`src/rtl/vedic_mac_acc.sv`:
```
// Multiply-accumulate stage: streams 8-bit operand pairs through a Vedic 8x8 multiplier
// and emits one accumulated dot product per vector, with a sticky overflow flag.

module vedic_8x8 (
  input  logic [7:0]  a,
  input  logic [7:0]  b,
  output logic [15:0] p
);

  // Urdhva-tiryagbhyam: each level combines four half-width partial products
  function automatic logic [3:0] mul2(input logic [1:0] x, input logic [1:0] y);
    logic [1:0] mid;
    mid  = {1'b0, x[1] & y[0]} + {1'b0, x[0] & y[1]};
    mul2 = {1'b0, x[1] & y[1], 1'b0, x[0] & y[0]} + {1'b0, mid, 1'b0};
  endfunction

  function automatic logic [7:0] mul4(input logic [3:0] x, input logic [3:0] y);
    logic [3:0] q0, q1, q2, q3;
    q0   = mul2(x[1:0], y[1:0]);
    q1   = mul2(x[3:2], y[1:0]);
    q2   = mul2(x[1:0], y[3:2]);
    q3   = mul2(x[3:2], y[3:2]);
    mul4 = {4'b0, q0} + {2'b0, q1, 2'b0} + {2'b0, q2, 2'b0} + {q3, 4'b0};
  endfunction

  logic [7:0] r0, r1, r2, r3;

  always_comb begin
    r0 = mul4(a[3:0], b[3:0]);
    r1 = mul4(a[7:4], b[3:0]);
    r2 = mul4(a[3:0], b[7:4]);
    r3 = mul4(a[7:4], b[7:4]);
    p  = {8'b0, r0} + {4'b0, r1, 4'b0} + {4'b0, r2, 4'b0} + {r3, 8'b0};
  end

endmodule

module vedic_mac_acc #(
  parameter int unsigned ACC_W = 24,
  parameter int unsigned CNT_W = 8
) (
  input  logic             clk,
  input  logic             rst,
  input  logic             in_valid,
  output logic             in_ready,
  input  logic [7:0]       in_a,
  input  logic [7:0]       in_b,
  input  logic             in_last,
  output logic             out_valid,
  input  logic             out_ready,
  output logic [ACC_W-1:0] out_data,
  output logic [CNT_W-1:0] out_count,
  output logic             out_ovf
);

  typedef enum logic [1:0] {StIdle, StAccum, StDrain, StHold} state_e;

  state_e state_q, state_d;

  logic             accept;
  logic [7:0]       a_q, b_q;
  logic             last_q, s1_valid_q;
  logic [15:0]      prod;
  logic [ACC_W-1:0] acc_q;
  logic [CNT_W-1:0] count_q, count_next;
  logic             ovf_q, ovf_next, cnt_sat;
  logic [ACC_W:0]   sum;
  logic             out_valid_q;
  logic [ACC_W-1:0] out_data_q;
  logic [CNT_W-1:0] out_count_q;
  logic             out_ovf_q;

  vedic_8x8 u_mul (
    .a (a_q),
    .b (b_q),
    .p (prod)
  );

  always_comb begin
    in_ready   = (state_q == StIdle) || (state_q == StAccum);
    accept     = in_valid && in_ready;
    sum        = {1'b0, acc_q} + {{(ACC_W - 15){1'b0}}, prod};
    cnt_sat    = &count_q;
    count_next = cnt_sat ? count_q : count_q + {{(CNT_W - 1){1'b0}}, 1'b1};
    ovf_next   = ovf_q | sum[ACC_W] | cnt_sat;
  end

  always_comb begin
    state_d = state_q;
    unique case (state_q)
      StIdle:  if (accept) state_d = in_last ? StDrain : StAccum;
      StAccum: if (accept && in_last) state_d = StDrain;
      StDrain: state_d = StHold;
      StHold:  if (out_ready) state_d = StIdle;
      default: state_d = StIdle;
    endcase
  end

  always_ff @(posedge clk or posedge rst) begin
    if (rst) begin
      state_q <= StIdle;
    end else begin
      state_q <= state_d;
    end
  end

  // Stage 1: operand capture feeding the multiplier
  always_ff @(posedge clk or posedge rst) begin
    if (rst) begin
      a_q        <= '0;
      b_q        <= '0;
      last_q     <= 1'b0;
      s1_valid_q <= 1'b0;
    end else begin
      s1_valid_q <= accept;
      if (accept) begin
        a_q    <= in_a;
        b_q    <= in_b;
        last_q <= in_last;
      end
    end
  end

  // Stage 2: accumulate; the last beat moves the totals to the output and clears the state
  always_ff @(posedge clk or posedge rst) begin
    if (rst) begin
      acc_q       <= '0;
      count_q     <= '0;
      ovf_q       <= 1'b0;
      out_valid_q <= 1'b0;
      out_data_q  <= '0;
      out_count_q <= '0;
      out_ovf_q   <= 1'b0;
    end else begin
      if (out_valid_q && out_ready) begin
        out_valid_q <= 1'b0;
      end
      if (s1_valid_q) begin
        if (last_q) begin
          out_data_q  <= sum[ACC_W-1:0];
          out_count_q <= count_next;
          out_ovf_q   <= ovf_next;
          out_valid_q <= 1'b1;
          acc_q       <= '0;
          count_q     <= '0;
          ovf_q       <= 1'b0;
        end else begin
          acc_q   <= sum[ACC_W-1:0];
          count_q <= count_next;
          ovf_q   <= ovf_next;
        end
      end
    end
  end

  assign out_valid = out_valid_q;
  assign out_data  = out_data_q;
  assign out_count = out_count_q;
  assign out_ovf   = out_ovf_q;

endmodule
```
`config.mk`:
```
export PLATFORM = sky130hd
export DESIGN_NAME = vedic_mac_acc
export DESIGN_NICKNAME = d
export VERILOG_FILES = /design/src/rtl/vedic_mac_acc.sv
export SDC_FILE = /design/constraint.sdc
export NUM_CORES = 1
export LEC_CHECK = 0
export CAP_MARGIN = 20
export CORE_MARGIN = 2
export CORE_UTILIZATION = 45
export CTS_CLUSTER_SIZE = 12
export DETAILED_ROUTE_END_ITERATION = 7
export RECOVER_POWER = 25
export SYNTH_ARGS = -nofsm -noshare
export SYNTH_HDL_FRONTEND = slang
export SYNTH_SLANG_ARGS = --single-unit
export TNS_END_PERCENT = 100
```
`constraint.sdc`:
```
create_clock -name clk -period 15.99 [get_ports clk]
set_input_delay 3.9975 -clock clk [delete_from_list [all_inputs] [get_ports clk]]
set_output_delay 3.9975 -clock clk [all_outputs]
set_load 0.01 [all_outputs]
```
# After elaboration in Yosys (flattened, before gate mapping)
# Index checks and enable logic that the tools add are counted.
[totals]
wordCells = 153
output_inout_bits = 35
regBits = 87
[classes]
n_reduce_logical = 8
addsub = 49
mux = 12
n_eq_ne = 6
bitwise = 66
[ops]
columns = ["operator", "count"]
rows = [
  ["3-bit by 3-bit adder with 4-bit output", 16],
  ["1-bit AND", 64],
  ["1-bit by 1-bit adder with 2-bit output", 16],
  ["8-bit by 6-bit adder with 8-bit output", 4],
  ["8-bit adder", 4],
  ["4-bit by 6-bit adder with 7-bit output", 4],
  ["24-bit by 16-bit adder with 25-bit output", 1],
  ["24-bit 2-to-1 mux", 1],
  ["16-bit by 12-bit adder with 16-bit output", 1],
  ["16-bit adder", 1],
  ["8-bit 2-to-1 mux", 2],
  ["8-bit by 12-bit adder with 13-bit output", 1],
  ["8-bit by 1-bit adder with 8-bit output (second input constant)", 1],
  ["2-bit 2-to-1 mux", 4],
  ["2-bit one-hot mux with 4 select lines", 1],
  ["8-bit AND reduction", 1],
  ["2-bit == test (second input constant)", 2],
  ["1-bit 2-to-1 mux", 4],
  ["2-bit inequality test (second input constant)", 2],
  ["1-bit logical AND", 3],
  ["3-bit AND reduction", 1],
  ["2-bit by 1-bit == test with 1-bit output (second input constant)", 1],
  ["2-bit logical NOT", 1],
  ["2-bit by 1-bit inequality test with 1-bit output (second input constant)", 1],
  ["3 further kinds", 4],
]

# Longest topological paths before layout
# Gate-level depths: netlist of run 1.
[logic_depth]
word_depth = 13
ltp_mapped = 34
ltp_nobuf = 34

# Cells and area by module
# A second synthesis of run 1 with hierarchy kept.
[hier_totals]
hier_cells = 776
hier_area_um2 = 7247.0
[by_module_without_submodules]
columns = ["module", "instances", "cells_each", "area_each_um2", "seq_area_each_um2"]
rows = [
  ["vedic_mac_acc", 1, 497, 4770.8, 2177.1],
  ["vedic_8x8", 1, 279, 2476.1, 0.0],
]

# Worst setup path before layout of run 1
# Ideal clock, no wire load.
[synth_path]
path_kind = "reg2reg"
start = "register b_q[1]"
end = "register acc_q[20]"
setup_slack_ps = 8856
stages_incl_launch_ff = 33
setup_time_ps = 121
arrival_time_ps = 7013
t_required_ps = 15869
cell_sequence = "dfrtp_1 -> and2_1 -> ha_1 -> inv_1 -> fa_1 -> inv_1 -> ha_1 -> fa_1 -> fa_1 -> fa_1 -> xor2_1 -> ha_1 -> a21o_1 -> a21oi_1 -> nor2b_1 -> o21ai_0 -> xor2_1 -> fa_1 -> inv_1 -> ha_1 -> nand2_1 -> o21ai_0 -> nor4_1 -> o41ai_1 -> a21oi_1 -> xnor2_1 -> ha_1 -> nand4_1 -> o22ai_1 -> a211oi_4 -> a211oi_2 -> o21ai_1 -> a22o_1"
[synth_between]
elab_chain_cells = 11
elab_cells_between_ends = 27
[synth_rtl]
columns = ["element", "line_no", "source"]
rows = [
  ["start, declared", "61", "logic [7:0] a_q, b_q;"],
  ["start signal, assigned", "118", "b_q <= in_b;"],
  ["1-bit AND", "13", "mid = {1'b0, x[1] & y[0]} + {1'b0, x[0] & y[1]};"],
  ["1-bit by 1-bit adder with 2-bit output", "13", ""],
  ["3-bit by 3-bit adder with 4-bit output", "14", "mul2 = {1'b0, x[1] & y[1], 1'b0, x[0] & y[0]} + {1'b0, mid, 1'b0};"],
  ["4-bit by 6-bit adder with 7-bit output", "23", "mul4 = {4'b0, q0} + {2'b0, q1, 2'b0} + {2'b0, q2, 2'b0} + {q3, 4'b0};"],
  ["8-bit by 6-bit adder with 8-bit output", "23", ""],
  ["8-bit adder", "23", ""],
  ["8-bit by 12-bit adder with 13-bit output *", "33", "p = {8'b0, r0} + {4'b0, r1, 4'b0} + {4'b0, r2, 4'b0} + {r3, 8'b0};"],
  ["16-bit by 12-bit adder with 16-bit output *", "33", ""],
  ["16-bit adder *", "33", ""],
  ["24-bit by 16-bit adder with 25-bit output *", "82", "sum = {1'b0, acc_q} + {{(ACC_W - 15){1'b0}}, prod};"],
  ["24-bit 2-to-1 mux *", "139", "if (last_q) begin"],
  ["end signal, assigned", "148", "acc_q <= sum[ACC_W-1:0];"],
  ["end, declared", "64", "logic [ACC_W-1:0] acc_q;"],
]
# Mark *: on every way between the ends. The rest lies on a longest branch, timed or not.
# A chain may end at the register's enable or synchronous reset.

# Worst setup path in the final report of run 1
[layout_path]
start = "register b_q[0]"
end = "register out_data_q[17] (netlist: out_data[17])"
[layout_between]
elab_chain_cells = 10
elab_cells_between_ends = 26
[layout_rtl]
columns = ["element", "line_no", "source"]
rows = [
  ["1-bit AND", "13", ""],
  ["1-bit by 1-bit adder with 2-bit output", "13", ""],
  ["3-bit by 3-bit adder with 4-bit output", "14", ""],
  ["4-bit by 6-bit adder with 7-bit output", "23", ""],
  ["8-bit by 6-bit adder with 8-bit output", "23", ""],
  ["8-bit adder", "23", ""],
  ["8-bit by 12-bit adder with 13-bit output *", "33", ""],
  ["16-bit by 12-bit adder with 16-bit output *", "33", ""],
  ["16-bit adder *", "33", ""],
  ["24-bit by 16-bit adder with 25-bit output *", "82", ""],
  ["end signal, assigned", "140", "out_data_q <= sum[ACC_W-1:0];"],
  ["end, declared", "69", "logic [ACC_W-1:0] out_data_q;"],
]
# Marks and branches as above.

==> flow_summary.toml, run 1 <==
[status]
outcome = "complete, but fails checks"
violations = "max-capacitance violations, max-slew violations"

[grt]
grtUsageTotal_pct = 19.2
grt_max_degree = 67
antenna_found_initial = 0
grt_pass1_vias = 5450
grt_overflow = 0
grt_pass1_wl_um = 25500

[die]
fp.dieW_um = 129
start_util_pct = 46.0
num_rows = 45
chipHeight_um = 129
io_pins = 56
dieArea_mm2 = 0.0166
fp.coreArea_mm2 = 0.0152

[setup_path]
cp.required_ns = 16.15
slowest_delay_ns = 0.55
worstPathMaxFanout = 9
start_kind = "flop"
end_kind = "flop"
cp.arrival_ns = 8.06
cpLargestDelayFamily = "adder cells"
path_buf_inv = 3
crit_path_top_delay_cell = "fa_1"
crit_type = "flop to flop"

[flow_run]
drv_cap = 1

[drt]
drc = 0
wl_um = 14900
first_pass_iters = 4
drt_iter0_drc = 223
vias_per_cell = 5.39
ant_nets = 0
avgRoutedWirePerCell_um = 15.3
vias = 5231

[timing]
rsz0062_at_grt = "false"
setup_tns_ns = 0
hold_ws_ns = 0.481
slew_viol_final = 61
worst_slew_pin_slew_ns = 1.72
hold_viol_final = 0
fmax_mhz = 127
setup_viol = 0
fin_skew_ns = 0.00899
relSlewSlack_pct = -14.8
timing.final.crit_share_pct = 49.4
min_period_ns = 7.90

[yosys]
yosysWarnings = 0
synth_cell_types = 56
synth_nets = 869
avgSynthCellArea_um2 = 9.60
ys_seq_area_share_pct = 31.1
synth_seq_cells = 87
synth.most_common_cell = "ha_1"
synthesis.area_mm2 = 0.00700
yosysTopAreaCellShare_pct = 31.1
netlist_instances = 729
async_reset_ff_share_pct = 100
synth_edf_count = 0
ys_top_cells_by_count = "92 x ha_1, 87 x dfrtp_1, 72 x nand2_1"
synthFlopType = "dfrtp_1"
yosys-top-cells-area = "dfrtp_1 31%, ha_1 16%, fa_1 7.7%"
synth_area_leader_cell = "dfrtp_1"

[placed_design]
dp_hpwl_um = 11700
io_buffers = 55
placed_area_mm2 = 0.00773
gp_congestion = 0.852

[clock_tree]
cts_tree = "built"
root_buffer = "clkbuf_16"
clk_path_buf_depth = 2
cts.clk_slew.worst_paths_ns = 0.06
post_cts_resized = 0
cts_buffers = 9
clk_latency_ns = 0.35
post_cts_buffers = 0
ctsHoldBuffers = 0
h-tree-depth = 3
cts_sinks = 87

[finish]
nFillCells = 1401
layout-area-overhead-vs-synth_pct = 14.7
diodes = 0
final_nets = 920
final_cell_area_mm2 = 0.00803
final_core_util_pct = 52.8
drive_above_1_share_pct = 7.79

[hold_path]
hold_path.class = "flop to flop"
[final timing paths]
check	from	to	slack, ns	depth (start not counted)
max	b_q[0]	out_data[17]	8.09	32
min	out_data[2]	out_data[2]	0.48	2
max reg2reg	b_q[0]	out_data[17]	8.09	32
min reg2reg	out_data[2]	out_data[2]	0.48	2
max in group asynchronous	rst	acc_q[12]	10.39	3
min in group asynchronous	rst	out_valid	4.28	2
[state kept, by name, summed over array words and instances (netlist names), 2 cells and up]
register	flops
count_q	8
b_q	8
a_q	8
out_data	24
acc_q	24
out_count	8
state_q	2
[cell type report]
class / count / area (um2) / share of cell area [%]
clock buffer: 11 / 253 / 3.15
clock inverter: 3 / 43.8 / 0.546
inverter: 68 / 256 / 3.20
multi-input combinational: 558 / 4500 / 56.1
sequential: 87 / 2180 / 27.1
tap: 188 / 235 / 2.93
timing repair buffer: 56 / 558 / 6.95
[worst register-to-register path: cells and delay by family (launching register included)]
family          cells  cell delay [ns]
buf+inv             3             0.15
xor+xnor            4             0.69
compound gates     11             2.35
simple gates        4             0.41
fa+ha+maj          10             3.66
flops               1             0.47
[cell families after synthesis]
logic type	share of synthesized area (%)
simple gates	14.0
compound gates	14.8
fa+ha+maj	24.2
flops	31.1
buf+inv	4.54
xor+xnor	6.63
mux	4.70
[layer usage]
layer  track usage, %  share of wire [%]  vias to the layer above
met1             24.9                 46                     2545
li1                 -                  -                     2576
met4             4.16                1.3                        0
met3             4.03                3.7                       16
met2             33.1                 49                       94
met5                0                  0                        -
[per-stage QoR]
| step | setup WS [ns] | instances |
|---|---|---|
| global route | 7.25 | 971 |
| finish | 8.09 | 971 |
| CTS | 8.11 | 971 |
| global placement | 8.37 | 957 |
| floorplan | 8.86 | 729 |
| detailed placement | 8.16 | 957 |
[placed cells by master (no fill, tap or decap), types with 3 or more instances in the layout]
master and instances:
dlygate4sd3_1 3, mux2_2 23, mux2i_1 7, nor2_1 31
nor2b_1 11, fa_1 27, a31oi_1 4, o21ai_1 12
o21bai_1 3, o31ai_1 3, ha_1 92, or3_1 3
xnor2_1 36, o2bb2ai_1 12, nor3_1 10, o21ai_0 45
a21o_1 14, nand2_1 72, a21oi_1 34, and2_1 52
inv_1 67, a31o_2 3, a22o_1 3, o21ai_2 3
nand3_1 6, clkdlybuf4s50_1 52, dfrtp_1 87, clkbuf_16 9
xor2_1 17
Power of run 1 is not shown: default switching activity piles up to over one toggle a cycle in this logic, so the estimate is an artifact.
==> run 2: changes to the inputs <==
- PLACE_DENSITY: default -> 0.67
- clock period: 15.99 -> 6.8 ns (I/O delays scaled with it)
==> run 2 against run 1 <==
Effect of this change: the run ends with negative setup slack left; maximum frequency rose by 9.5%; wire length rose by 11%; critical path depth did not move; first-iteration DRC count grew 45%; via count is 6.3% higher; hold slack improved by 0.0045 ns; count of clock-buffer cells in the layout decreased by 2; register-to-register slack got worse by 8.5 ns; design area rose by 12%; setup slack lost 8.5 ns; clock skew is 0.0045 ns higher; cell count rose by 6.2%.
==> flow_summary.toml, run 2 (same netlist as run 1, synthesis figures left out) <==
[die]
fp.dieW_um = 129
dieArea_mm2 = 0.0166
num_rows = 45
chipHeight_um = 129
io_pins = 56
start_util_pct = 46.0
fp.coreArea_mm2 = 0.0152

[setup_path]
cp.arrival_ns = 7.41
crit_path_top_delay_cell = "fa_1"
reg2reg_slack_ns = -0.41
cp.required_ns = 7.00
crit_type = "flop to flop"
end_kind = "flop"
start_kind = "flop"
slowest_delay_ns = 0.58
worstPathMaxFanout = 5
reg2regPathDepth = 32

[clock_tree]
h-tree-depth = 3
ctsHoldBuffers = 0
cts_tree = "built"
root_buffer = "clkbuf_16"
clk_path_buf_depth = 2
cts_buffers = 9
cts_sinks = 87
cts.clk_slew.worst_paths_ns = 0.07
clk_latency_ns = 0.36

[timing]
fmax_mhz = 139
relSlewSlack_pct = 31.9
slew_viol_final = 0
rsz0062_at_grt = "true"
setup_tns_ns = -6.65
setup_viol = 24
setup_ws_ns = -0.408
min_period_ns = 7.21
hold_viol_final = 0
worst_slew_pin_slew_ns = 1.02
fin_skew_ns = 0.0135
timing.final.crit_share_pct = 106

[hold_path]
hold_path_depth = 2
hold_path.class = "flop to flop"

[status]
violations = "negative setup slack"
outcome = "complete, but fails checks"

[grt]
grt_max_degree = 70
grt_overflow = 0
grt_pass1_wl_um = 27500
antenna_found_initial = 0
grtUsageTotal_pct = 20.7
grt_pass1_vias = 5764

[finish]
layout_commonest_cell = "dfrtp_1"
layout_common_cells = "87 x dfrtp_1, 84 x ha_1, 69 x nand2_1, 62 x inv_1, 56 x buf_4"
drive_above_1_share_pct = 22.2
diodes = 0
final_core_util_pct = 58.9
nFillCells = 1271
layout-area-overhead-vs-synth_pct = 27.9
final_nets = 978

[drt]
vias_per_cell = 5.39
first_pass_iters = 4
vias = 5559
drt_iter0_drc = 323
wl_um = 16500
drc = 0
ant_nets = 0
avgRoutedWirePerCell_um = 16.0

[placed_design]
io_buffers = 55
gp_congestion = 0.900
dp_hpwl_um = 12000

[flow_run]
drv_cap = 0
==> run 2: cell types whose count changed in the layout (fill, tap and decap cells not counted), sizes merged <==
| cell | change |
|---|---|
| clkdlybuf4s50 | +2 |
| clkbuf | -2 |
| dlygate4sd3 | -2 |
| inv | +3 |
| buf | +58 |
| bufinv | +1 |
==> run 2: path summary, 6_finish.rpt <==
path / from / to
worst max-delay path: a_q[1] / ovf_q
worst min-delay path: out_count[0] / out_count[0]
worst max register to register: a_q[1] / ovf_q
worst min register to register: out_count[0] / out_count[0]
max in group asynchronous: rst / acc_q[10]
min in group asynchronous: rst / state_q[0]
==> run 2: layer usage <==
metal | part of all wire [%] | routed length (um) | vias up | track usage [%]
met2 | 50 | 8270 | 82 | 35.2
li1 | - | - | 2696 | -
met4 | 1.6 | 262 | 0 | 6.27
met1 | 46 | 7590 | 2763 | 27.4
met5 | 0 | 0 | - | 0
met3 | 2.4 | 400 | 18 | 2.99
==> run 2: through the flow <==
stage / area, um2 / setup slack (ns) / hold WS [ns] / instances
floorplan: 7070 / -0.0235 / 0.461 / 729
global placement: 8110 / -0.197 / 0.465 / 997
detailed placement: 8110 / -0.471 / 0.474 / 997
CTS: 8690 / -0.349 / 0.494 / 1021
global route: 8950 / -0.736 / 0.501 / 1031
finish: 8950 / -0.408 / 0.486 / 1031
==> run 2: worst max-delay path: cells and delay by family (launching register included) <==
family          cells  cell delay [ns]
simple gates        5             0.62
compound gates      8             1.32
fa+ha+maj          11             3.73
flops               1             0.35
xor+xnor            2             0.34
buf+inv             6             0.67
==> run 2: repair_timing <==
| action | 4_1_cts | 5_1_grt |
|---|---|---|
| setup buffers | 8 | 10 |
| setup endpoints to repair | 24 | 28 |
| resized for setup | 41 | 39 |
| pin swaps | 6 | 49 |
| hold endpoints to repair | 0 | 0 |
==> run 2: area by class of cell <==
class | instances | area (um2) | share of cell area [%]
multi-input cells | 558 | 4940 | 55.2
well taps | 188 | 235 | 2.63
clock inverters | 7 | 113 | 1.26
inverters | 68 | 259 | 2.89
flip-flops and latches | 87 | 2180 | 24.3
repair buffers | 114 | 1000 | 11.2
clock buffers | 9 | 225 | 2.52
Power of run 2 is left out for the same reason.
==> patch 1 (settings of run 2) <==
Make the reset (`rst`) synchronous in 3 clocked blocks.
--- a/src/rtl/vedic_mac_acc.sv
+++ b/src/rtl/vedic_mac_acc.sv
@@ -98,3 +98,3 @@
 
-  always_ff @(posedge clk or posedge rst) begin
+  always_ff @(posedge clk) begin
     if (rst) begin
@@ -107,3 +107,3 @@
   // Stage 1: operand capture feeding the multiplier
-  always_ff @(posedge clk or posedge rst) begin
+  always_ff @(posedge clk) begin
     if (rst) begin
@@ -124,3 +124,3 @@
   // Stage 2: accumulate; the last beat moves the totals to the output and clears the state
-  always_ff @(posedge clk or posedge rst) begin
+  always_ff @(posedge clk) begin
     if (rst) begin
Formal check against the unedited RTL: not equivalent (Yosys sat finds a counterexample within 4 cycles, from zero or initial values and one cycle with rst high; the reset may be asserted at any time).
==> patch 1 against run 2 <==
  * The run still ends with negative setup slack left
  * Worst setup slack improved by 0.19 ns
  * Design area up 0.31%
  * Routed wire length is 5.5% higher
  * Sequential share of layout area decreased by 4.9 points
  * Synthesized area increased by 1.1%
  * Sequential cell count stayed put
  * Synthesized cell count rose by 17%
  * Largest cell class unchanged
Power is left out: it rests on default switching activity, and per cell area and clock period it moved more than threefold.
==> patch 1: results (changes against run 2) <==
* Setup Skew at 0.0108 ns (was 0.0135 ns)
* Met1 Usage GRT at 30.7% (was 27.4%)
* DRT Pass-1 Iters at 5 (was 4)
* CP delay by family, top: adder cells (unchanged)
* Post-Synthesis Cells at 854 (was 729)
* Post-DP HPWL at 12,300 um (was 12,000 um)
* Arrival time worst endpoint at 7.28 ns (was 7.41 ns)
* Status: finished with violations (unchanged)
* Met3 GRT Util at 2.85% (was 2.99%)
* DRT Wirelength at 17,400 um (was 16,500 um)
* First-pass GRT wire length at 29,600 um (was 27,500 um)
* Post-synthesis cell type count at 63 (was 56)
* Vias in the first global route at 6,140 (was 5,764)
* Hold Crit Class: reg -> reg (unchanged)
* Top post-synthesis cells by area: dfxtp_1, ha_1, fa_1 (was dfrtp_1, ha_1, fa_1)
* Share of the yosys chip area belonging to registers at 24.6% (was 31.1%)
* PortBufs at 55 (unchanged)
* Placed Instance Area at 0.00819 mm^2 (was 0.00811 mm^2)
* Vias at 6,226 (was 5,559)
* Synth cell count leaders: nand2_1, ha_1, dfxtp_1 (was ha_1, dfrtp_1, nand2_1)
* Ys async rst share at 0% (was 100%)
* Syn_nets at 994 (was 869)
* Met2 usage at 35.4% (was 35.2%)
* Failing checks: negative setup slack (unchanged)
* Gr usage total at 21.7% (was 20.7%)
* Setup Slack @ Placement at -0.273 ns (was -0.471 ns)
* Final GP Congestion at 0.832 (was 0.900)
* Crit Path Max Fanout at 7 (was 5)
* Share of layout cells above drive strength 1 at 16.4% (was 22.2%)
* Initial antenna violation count at 0 (unchanged)
* Reg clk slew, reported paths at 0.07 ns (about the same)
* Number of diodes at 0 (unchanged)
* CTS Buffer Depth at 2 (unchanged)
* Final Setup Violations at 18 (was 24)
* Fill cells at 1,369 (was 1,271)
* DRT iter0 DRCs at 380 (was 323)
* Sink Count at 87 (unchanged)
* Finished Layout Cells at 1,157 (was 1,031)
* Pin count of the biggest net entering global routing at 91 (was 70)
* Worst Tran Pin Value at 0.979 ns (was 1.02 ns)
* Setup slack after layout at -0.215 ns (was -0.408 ns)
* Setup Total Neg Slack at -1.95 ns (was -6.65 ns)
* Inst Count DP at 1,129 (was 997)
-- patch 1: cell count changes after synthesis, moves of 16 or more --
cell and change:
dfrtp_1 -87, dfxtp_1 +87, o21ai_0 -24, nor2_1 +30
nand2_1 +22, a211oi_1 +16, mux2_2 -23, a21oi_1 +28
-- patch 1: cell families (layout without fill, tap and decap cells) --
| family | Yosys count | in the layout | synth area share, % |
|---|---|---|---|
| xor gates and xnor gates | 42 | 42 | 5.20 |
| AOI/OAI and AO/OA | 194 | 195 | 18.7 |
| adders and majority gates | 119 | 119 | 24.0 |
| and+or+nand+nor | 302 | 303 | 20.9 |
| DFF | 87 | 87 | 24.6 |
| buffers and inverters | 105 | 195 | 5.82 |
| muxes | 5 | 5 | 0.707 |
-- patch 1: path summary, 6_finish.rpt --
kind	from	to	slack (ns)	depth (start not counted)
worst min register to register	out_data[4]	out_data[4]	0.46	2
worst max-delay path	b_q[1]	acc_q[16]	-0.22	31
worst min-delay path	out_data[4]	out_data[4]	0.46	2
worst max register to register	b_q[1]	acc_q[16]	-0.22	31
-- patch 1: layer usage --
layer,part of all wire (%),up-vias
met2,46,104
met5,0,-
li1,-,3147
met1,49,2956
met3,3.3,19
met4,1.1,0
-- patch 1: area by class of cell --
| cell class | count | area, um^2 | share of cell area (%) |
|---|---|---|---|
| tap | 211 | 264 | 2.94 |
| timing repair buffer | 110 | 993 | 11.1 |
| clock inverter | 7 | 104 | 1.16 |
| multi-input combinational | 664 | 5390 | 60.0 |
| inverter | 69 | 259 | 2.88 |
| clock buffer | 9 | 225 | 2.51 |
| sequential | 87 | 1750 | 19.4 |
-- patch 1: repair_timing --
action / CTS / global route
pin swaps: 34 / 61
setup endpoints to repair: 18 / 28
gates resized for setup: 35 / 43
buffers inserted: 6 / 5
hold buffers: 0 / 0
cloned: 2 / 0
==> patch 2 (config.mk and constraints of run 2) <==
Made on the original files. `CNT_W`: 8 -> 10.
--- a/src/rtl/vedic_mac_acc.sv
+++ b/src/rtl/vedic_mac_acc.sv
@@ -39,3 +39,3 @@
   parameter int unsigned ACC_W = 24,
-  parameter int unsigned CNT_W = 8
+  parameter int unsigned CNT_W = 10
 ) (
Interface: changed (resized out_count); port bits go from 56 to 58. No check against the original RTL was run, so the function may have changed too.
==> patch 2 against run 2 <==
  * Non-clock buffer count fell by 2
  * The flow still finishes with violations (negative setup slack)
  * Design area up 1.3%
  * Utilization grew 0.33 points
  * Synthesized area increased by 1.2%
  * Clock skew increased by 0.0010 ns
  * Sequential cell count rose by 4
  * Worst setup slack improved by 0.031 ns
  * Highest routed layer unchanged
  * Routed wire length up 4.2%
Power is left out: the tool's default activity adds up to more than one toggle a clock period on the data nets, which glitch-free logic cannot reach.
==> patch 2: results (changes against run 2) <==
* Post-Synth XOR/XNOR Area at 6.55% (was 6.63%)
* Fill cells at 1,289 (was 1,271)
* Share of the yosys chip area belonging to registers at 32.2% (was 31.1%)
* Post-DP HPWL at 12,200 um (was 12,000 um)
* Synth cell count leaders: dfrtp_1, ha_1, nand2_1 (was ha_1, dfrtp_1, nand2_1)
* Failing checks: negative setup slack (unchanged)
* Arrival time worst endpoint at 7.46 ns (was 7.41 ns)
* Avg WL per Cell at 16.3 um (was 16.0 um)
* Vias in the first global route at 5,812 (was 5,764)
* Placed Instance Area at 0.00824 mm^2 (was 0.00811 mm^2)
* Post-synthesis compound-gate area fraction at 15.6% (was 14.8%)
* Syn_nets at 875 (was 869)
* Crit. Startpoint: b_q[0] (was a_q[1])
* Met2 usage at 36.9% (was 35.2%)
* Post-synthesis cell type count at 51 (was 56)
* Final GP Congestion at 0.867 (was 0.900)
* DRT Pass-1 Iters at 5 (was 4)
* Final Setup Violations at 24 (unchanged)
* DRT iter0 DRCs at 288 (was 323)
* Setup Skew at 0.0146 ns (was 0.0135 ns)
* Setup slack after layout at -0.377 ns (was -0.408 ns)
* Multi-input logic area at 0.00494 mm^2 (about the same)
* Max incr delay on CP at 0.52 ns (was 0.58 ns)
* Gr usage total at 21.2% (was 20.7%)
* Status: finished with violations (unchanged)
[patch 2: cell count changes in the layout (fill, tap and decap cells not counted), sizes merged, moves of 5 or more]
cell and change:
xor2 +5, nand2 -6, nand3 +5, o2bb2ai +6
xnor2 -5, nor2 -8, nor2b -5, o21ai +7
[patch 2: tightest hold or removal path, delay by kind of cell (launching register included)]
kind | cells | cell delay (ns)
AOI/OAI and AO/OA | 1 | 0.06
DFF | 1 | 0.34
and+or+nand+nor | 1 | 0.04
[patch 2: path summary, 6_finish.rpt]
path	cells past startpoint	end
setup / recovery	34	acc_q[16]
hold / removal	2	out_data[11]
setup reg to reg	34	acc_q[16]
min in group asynchronous	2	a_q[0]
max in group asynchronous	3	acc_q[7]
hold reg to reg	2	out_data[11]
[patch 2: logic make-up (layout without fill, tap and decap cells)]
| group | count (synthesis) | count (layout) |
|---|---|---|
| muxes | 25 | 25 |
| xor gates and xnor gates | 53 | 53 |
| AOI/OAI and AO/OA | 174 | 174 |
| DFF | 91 | 91 |
| and+or+nand+nor | 190 | 190 |
| buffers and inverters | 85 | 192 |
| adders and majority gates | 118 | 118 |
[patch 2: final cells by class]
| class | count | area share [%] |
|---|---|---|
| sequential | 91 | 25.1 |
| inverter | 64 | 2.69 |
| tap | 211 | 2.91 |
| timing repair buffer | 112 | 11.5 |
| clock buffer | 10 | 2.63 |
| multi-input combinational | 560 | 54.5 |
| clock inverter | 6 | 0.607 |
[patch 2: timing repair]
| item | 4_1_cts | 5_1_grt |
|---|---|---|
| endpoints found under the setup margin | 24 | 28 |
| pin swaps | 69 | 32 |
| gates cloned | 0 | 0 |
| gates resized for setup | 65 | 30 |
| buffers inserted | 11 | 2 |
[patch 2: metal layers]
| metal | share of wire, % | vias up |
|---|---|---|
| met5 | 0 | - |
| met4 | 1.2 | 0 |
| met3 | 3.2 | 19 |
| met2 | 51 | 104 |
| met1 | 45 | 2788 |
| li1 | - | 2757 |
[patch 2: stage by stage]
stage	setup slack, ns	hold WS [ns]	setup TNS [ns]	cells
floorplan	-0.0900	0.458	-0.154	736
global placement	-0.355	0.467	-4.52	1023
detailed placement	-0.584	0.473	-9.13	1023
CTS	-0.411	0.489	-7.29	1050
global route	-0.609	0.507	-12.64	1054
finish	-0.377	0.480	-5.24	1054
